==> config.mk <==
export PLATFORM = sky130hd
export DESIGN_NAME = line_write_scheduler
export DESIGN_NICKNAME = d
export VERILOG_FILES = /design/src/rtl/line_write_scheduler_pkg.sv /design/src/rtl/line_write_scheduler_lane_addr_step.sv /design/src/rtl/line_write_scheduler.sv
export SDC_FILE = /design/constraint.sdc
export NUM_CORES = 1
export LEC_CHECK = 0
export BUFFER_PORTS_ARGS = -buffer_cell sky130_fd_sc_hd__buf_2
export CAP_MARGIN = 5
export CORE_ASPECT_RATIO = 1.25
export CORE_MARGIN = 2
export CORE_UTILIZATION = 53
export DETAILED_ROUTE_END_ITERATION = 8
export PLACE_DENSITY = 0.93
export SETUP_SLACK_MARGIN = 0.5
export SKIP_CTS_REPAIR_TIMING = 1
export SLEW_MARGIN = 20
export SYNTH_ARGS = -nofsm -noshare
export SYNTH_HDL_FRONTEND = slang
export SYNTH_HIERARCHICAL = 1
export SYNTH_SLANG_ARGS = --single-unit
==> constraint.sdc <==
create_clock -name clk -period 2.9 [get_ports clk]
set_input_delay 0.145 -clock clk [delete_from_list [all_inputs] [get_ports clk]]
set_output_delay 0.145 -clock clk [all_outputs]
set_load 0.1 [all_outputs]
==> src/rtl/line_write_scheduler_pkg.sv <==
// rtl/line_write_scheduler_pkg.sv - shared buffer-control constants and scheduler state encoding
package line_write_scheduler_pkg;

    localparam int X_MAC            = 4;
    localparam int DEF_ADDR_LEN     = 13;
    localparam int DEF_MAX_LINE_LEN = 10;
    localparam int DEF_LINE_CNT_LEN = 10;

    typedef enum logic [2:0] {
        ST_IDLE  = 3'd0,
        ST_WAIT  = 3'd1,
        ST_ISSUE = 3'd2,
        ST_GUARD = 3'd3,
        ST_DONE  = 3'd4
    } lws_state_t;

endpackage

==> src/rtl/line_write_scheduler_lane_addr_step.sv <==
// rtl/line_write_scheduler_lane_addr_step.sv - one lane's start address advanced by the line stride
module lane_addr_step
    import line_write_scheduler_pkg::*;
#(
    parameter int ADDR_LEN = DEF_ADDR_LEN
) (
    input  logic [ADDR_LEN-1:0] addr,
    input  logic [ADDR_LEN-1:0] stride,
    output logic [ADDR_LEN-1:0] next_addr
);

    // Natural overflow gives the modulo-2^ADDR_LEN wrap of the buffer address space.
    assign next_addr = addr + stride;

endmodule

==> src/rtl/line_write_scheduler.sv <==
// rtl/line_write_scheduler.sv - per-line write-controller sequencing over a tile; STAT_EN adds stall_cycles
module line_write_scheduler
    import line_write_scheduler_pkg::*;
#(
    parameter int ADDR_LEN     = DEF_ADDR_LEN,
    parameter int MAX_LINE_LEN = DEF_MAX_LINE_LEN,
    parameter int LINE_CNT_LEN = DEF_LINE_CNT_LEN
) (
    input  logic                      clk,
    input  logic                      rst_n,
    input  logic                      start,
    input  logic [ADDR_LEN*X_MAC-1:0] base_addr,
    input  logic [ADDR_LEN-1:0]       addr_stride,
    input  logic [LINE_CNT_LEN-1:0]   num_lines,
    input  logic [MAX_LINE_LEN-1:0]   linelen,
    input  logic                      pooled,
    input  logic [1:0]                valid_mac,
    output logic                      busy,
    output logic                      done,
    output logic                      wc_conf,
    output logic [ADDR_LEN*X_MAC-1:0] wc_st_addr,
    output logic [MAX_LINE_LEN-1:0]   wc_linelen,
    output logic                      wc_pooled,
    output logic [1:0]                wc_valid_mac,
    input  logic                      wc_idle
`ifdef STAT_EN
    ,
    output logic [31:0]               stall_cycles
`endif
);

    lws_state_t                state_q;
    lws_state_t                state_d;
    logic [LINE_CNT_LEN-1:0]   lines_left;
    logic [ADDR_LEN-1:0]       stride_q;
    logic [ADDR_LEN*X_MAC-1:0] cur_addr;
    logic [ADDR_LEN*X_MAC-1:0] step_addr;
    logic                      accept;

    assign accept = (state_q == ST_IDLE) && start;

    for (genvar j = 0; j < X_MAC; j++) begin : g_lane
        lane_addr_step #(
            .ADDR_LEN (ADDR_LEN)
        ) u_step (
            .addr      (cur_addr[j*ADDR_LEN +: ADDR_LEN]),
            .stride    (stride_q),
            .next_addr (step_addr[j*ADDR_LEN +: ADDR_LEN])
        );
    end

    always_comb begin
        state_d = state_q;
        case (state_q)
            ST_IDLE:  if (start) state_d = ST_WAIT;
            ST_WAIT: begin
                if (lines_left == '0) state_d = ST_DONE;
                else if (wc_idle)     state_d = ST_ISSUE;
            end
            // GUARD skips the cycle where the controller has not yet dropped idle after conf.
            ST_ISSUE: state_d = ST_GUARD;
            ST_GUARD: state_d = ST_WAIT;
            ST_DONE:  state_d = ST_IDLE;
            default:  state_d = ST_IDLE;
        endcase
    end

    always_ff @(posedge clk) begin
        if (!rst_n) begin
            state_q      <= ST_IDLE;
            lines_left   <= '0;
            stride_q     <= '0;
            cur_addr     <= '0;
            wc_linelen   <= '0;
            wc_pooled    <= 1'b0;
            wc_valid_mac <= 2'b00;
        end else begin
            state_q <= state_d;
            if (accept) begin
                lines_left   <= (linelen == '0) ? '0 : num_lines;
                stride_q     <= addr_stride;
                cur_addr     <= base_addr;
                wc_linelen   <= linelen;
                wc_pooled    <= pooled;
                wc_valid_mac <= valid_mac;
            end else if (state_q == ST_ISSUE) begin
                lines_left <= lines_left - 1'b1;
                cur_addr   <= step_addr;
            end
        end
    end

    assign busy       = (state_q != ST_IDLE);
    assign done       = (state_q == ST_DONE);
    assign wc_conf    = (state_q == ST_ISSUE);
    assign wc_st_addr = cur_addr;

`ifdef STAT_EN
    always_ff @(posedge clk) begin
        if (!rst_n) begin
            stall_cycles <= '0;
        end else if (accept) begin
            stall_cycles <= '0;
        end else if ((state_q == ST_WAIT) && (lines_left != '0) && !wc_idle
                     && (stall_cycles != '1)) begin
            stall_cycles <= stall_cycles + 32'd1;
        end
    end
`endif

endmodule

==> out/metrics.csv <==
stage,metric,value,unit
outcome,status,"finished, final reports clean",
placed_design,Buffers on Ports,159,
clocking,"CTS clk-pin slew, worst paths",0.07,ns
placed_design,DP Area,6770,sq um
floorplan,core area,10600,sq um
power_and_ir_drop,Leakage,0.00339,uW
setup_path,WP buf/inv,0,
global_route,first-pass GRT wire length,27.9,mm
logic_synthesis,"Seq/Total Area, Yosys",31.7,%
setup_path,critical path endpoint category,register,
sta,final setup violating endpoints,0,
clocking,TritonCTS Buffers,9,
clocking,H-tree Lvls,3,
global_route,vias in the first global route,5781,
drt,Antenna Nets Post-Route,0,
logic_synthesis,top-area cell type share of the netlist area,31.7,%
floorplan,die width,97.2,microns
floorplan,row cnt,42,
setup_path,Worst EP arrival,2.62,ns
floorplan,die area,11700,sq um
final_layout,post-layout util,68.2,%
sta,period utilization,82.4,%
logic_synthesis,YS warnings,6,
floorplan,io pins,160,
drt,DRT Pass-1 Iters,8,
logic_synthesis,mapped cell area,5750,sq um
global_route,total congestion overflow,0,
sta,setup TNS,0,ns
sta,RSZ-0062 raised after global routing,yes,
drt,DR vias,6077,
logic_synthesis,Cells after Synth,660,
final_layout,"Net count, final",955,
global_route,Total Routing Usage GR,29.3,%
final_layout,fraction of layout cells with a size suffix above 1,36.2,%
sta,fin. max-slew vios,0,
logic_synthesis,Post-Syn Nets,806,
setup_path,CP Launch Type,register,
logic_synthesis,Post-Syn Area per Cell,8.72,sq um
clocking,CTS tree,done,
floorplan,Starting Density,54.5,%
drt,DR DRC count,0,
clocking,Clock Tree Root,clkbuf_16,
global_route,largest net degree at the start of global routing,66,
setup_path,crit path cell chain,"ha_4, fa_2, a211oi_2, o21bai_1, a211oi_2, o31ai_2, xor2_1, a222oi_1, nor2_1",
power_and_ir_drop,Pwr Density,625,nW/um^2
drt,starting DRC count in detailed routing,802,
global_route,initial antenna violation count,1,
setup_path,cell family with the largest share of critical-path delay,compound AO/OA/AOI/OAI gates,
sta,Worst-Margin Slew,0.637,ns
setup_path,CP max stage cell,fa_2,
drt,routed len/inst,18.9,microns
logic_synthesis,Synth Flop Type,dfxtp_1,
logic_synthesis,Synth async-reset ratio,0,%
sta,worst relative slew slack,57.5,%
sta,Final Hold Fails,0,
clocking,CTS Buffer Depth,2,
drt,vias per cell,6.42,
setup_path,slowest cell delay on critical path,0.41,ns
final_layout,fin area,7200,sq um
placed_design,routability cong.,0.904,
sta,clock skew,0.00709,ns
sta,Tmin final,2.39,ns
logic_synthesis,post-synth top area cell,dfxtp_1,
sta,hold slack,0.0223,ns
sta,FMAX,418,MHz
run,number of max-cap violations,0,
hold_path,min-delay worst type,in2reg,
setup_path,Crit path required time,3.13,ns
final_layout,Area Growth Syn to Fin,25.1,%
floorplan,die height,120,microns
logic_synthesis,"EDFF count, synth",0,
drt,Routed Wire Length,17.9,mm
clocking,Clock Latency Late Sink,0.35,ns
logic_synthesis,count of state elements after synthesis,91,
setup_path,critical path type,reg2reg,
setup_path,worst-path maximum fanout,5,
logic_synthesis,Area contributors post-synth,"dfxtp_1, ha_1, a222oi_1",
clocking,CTS Sinks,91,
setup_path,Most common cell on crit path,a211oi_2,
logic_synthesis,Yosys cell types,61,
placed_design,DPL Wire Length,12.7,mm
power_and_ir_drop,Peak supply drop,385,uV
synth_stat cells (4+ instances only):
cell	n
or3_4	4
nand4_1	9
buf_2	15
nor2_1	71
xor2_1	19
a211oi_1	9
a2111oi_0	4
nor4_1	4
ha_1	50
xnor2_1	29
inv_1	7
nor3_1	4
a21o_1	13
fa_1	4
a222oi_1	52
o21ai_0	11
dfxtp_1	91
nand2_1	77
nand3_1	11
a21oi_1	81
a311oi_1	6
clkbuf_1	15
and3_1	8
nand2b_1	4
cell families after synthesis:
logic type,share of synthesized area [%]
adders and majority gates,12.3
and+or+nand+nor,18.0
muxes,0.196
xor gates and xnor gates,7.31
DFF,31.7
buffers and inverters,3.26
AOI/OAI and AO/OA,27.3
worst paths after layout:
| path | start | endpoint | slack (ns) | cells after the start |
|---|---|---|---|---|
| max | stride_q[0] | wc_st_addr[10] | 0.51 | 9 |
| min | addr_stride[8] | stride_q[8] | 0.02 | 3 |
| max reg2reg | stride_q[0] | wc_st_addr[10] | 0.51 | 9 |
| min reg2reg | wc_linelen[5] | wc_linelen[5] | 0.45 | 2 |
sequential cells by signal (all words and copies together), names as in the netlist:
signal / flops
wc_st_addr: 52
wc_valid_mac: 2
wc_pooled: 1
wc_linelen: 10
stride_q: 13
lines_left: 10
state_q: 3
worst reg2reg max path: cells and delay by family, from the launching register on:
family / cells / cell delay [ns]
AND/OR/NAND/NOR: 1 / 0.07
XOR/XNOR: 1 / 0.15
AO/OA/AOI/OAI: 5 / 1.11
flip-flops: 1 / 0.37
adder cells (fa/ha/maj): 2 / 0.58
cell usage in the layout (no fill, tap or decap), types with 4 or more instances in the layout:
| master | Yosys | layout |
|---|---|---|
| nor4_1 | 4 | 4 |
| o21ai_0 | 11 | 8 |
| a21oi_2 | 1 | 4 |
| clkbuf_16 | 0 | 10 |
| o21ai_2 | 1 | 4 |
| a21o_1 | 13 | 13 |
| nor3_1 | 4 | 4 |
| and3_1 | 8 | 8 |
| ha_1 | 50 | 42 |
| xor2_1 | 19 | 19 |
| nand4_1 | 9 | 9 |
| a311oi_1 | 6 | 4 |
| nor2_1 | 71 | 71 |
| xnor2_1 | 29 | 29 |
| buf_2 | 15 | 159 |
| dfxtp_2 | 0 | 41 |
| buf_4 | 2 | 10 |
| dfxtp_1 | 91 | 37 |
| nand2_1 | 77 | 77 |
| a222oi_1 | 52 | 52 |
| or3_4 | 4 | 4 |
| fa_2 | 0 | 4 |
| ha_2 | 0 | 7 |
| dfxtp_4 | 0 | 13 |
| a21oi_1 | 81 | 78 |
| inv_1 | 7 | 7 |
| a211oi_1 | 9 | 7 |
| nand3_1 | 11 | 11 |
| nand2b_1 | 4 | 4 |
final cells by class:
class | count | area (sq um)
clock inverter | 4 | 31.3
tap | 132 | 165
clock buffer | 12 | 268
sequential | 91 | 1920
timing repair buffer | 171 | 911
fill | 837 | 3360
multi-input combinational | 528 | 3870
antenna | 1 | 2.50
inverter | 8 | 30.0
where the power goes:
group / switching, uW / total [uW] / internal [uW]
registers: 156 / 1550 / 1390
clock network: 514 / 1170 / 661
logic: 1290 / 1780 / 490
routing by layer:
layer	vias up	global-route usage [%]	routed length (microns)
li1	2841	-	-
met1	2846	34.1	6610
met2	326	50.2	8740
met3	62	7.92	1770
met4	2	13.5	793
met5	-	0	13
stage by stage:
stage               worst slack [ns]  cells  total power, uW
global route                   0.383    946             4700
detailed placement             0.379    926             3290
CTS                            0.341    942             4460
global placement               0.503    926             3250
floorplan                      0.436    660             2910
finish                         0.509    947             4500
Power figures use the tool's default switching activity.
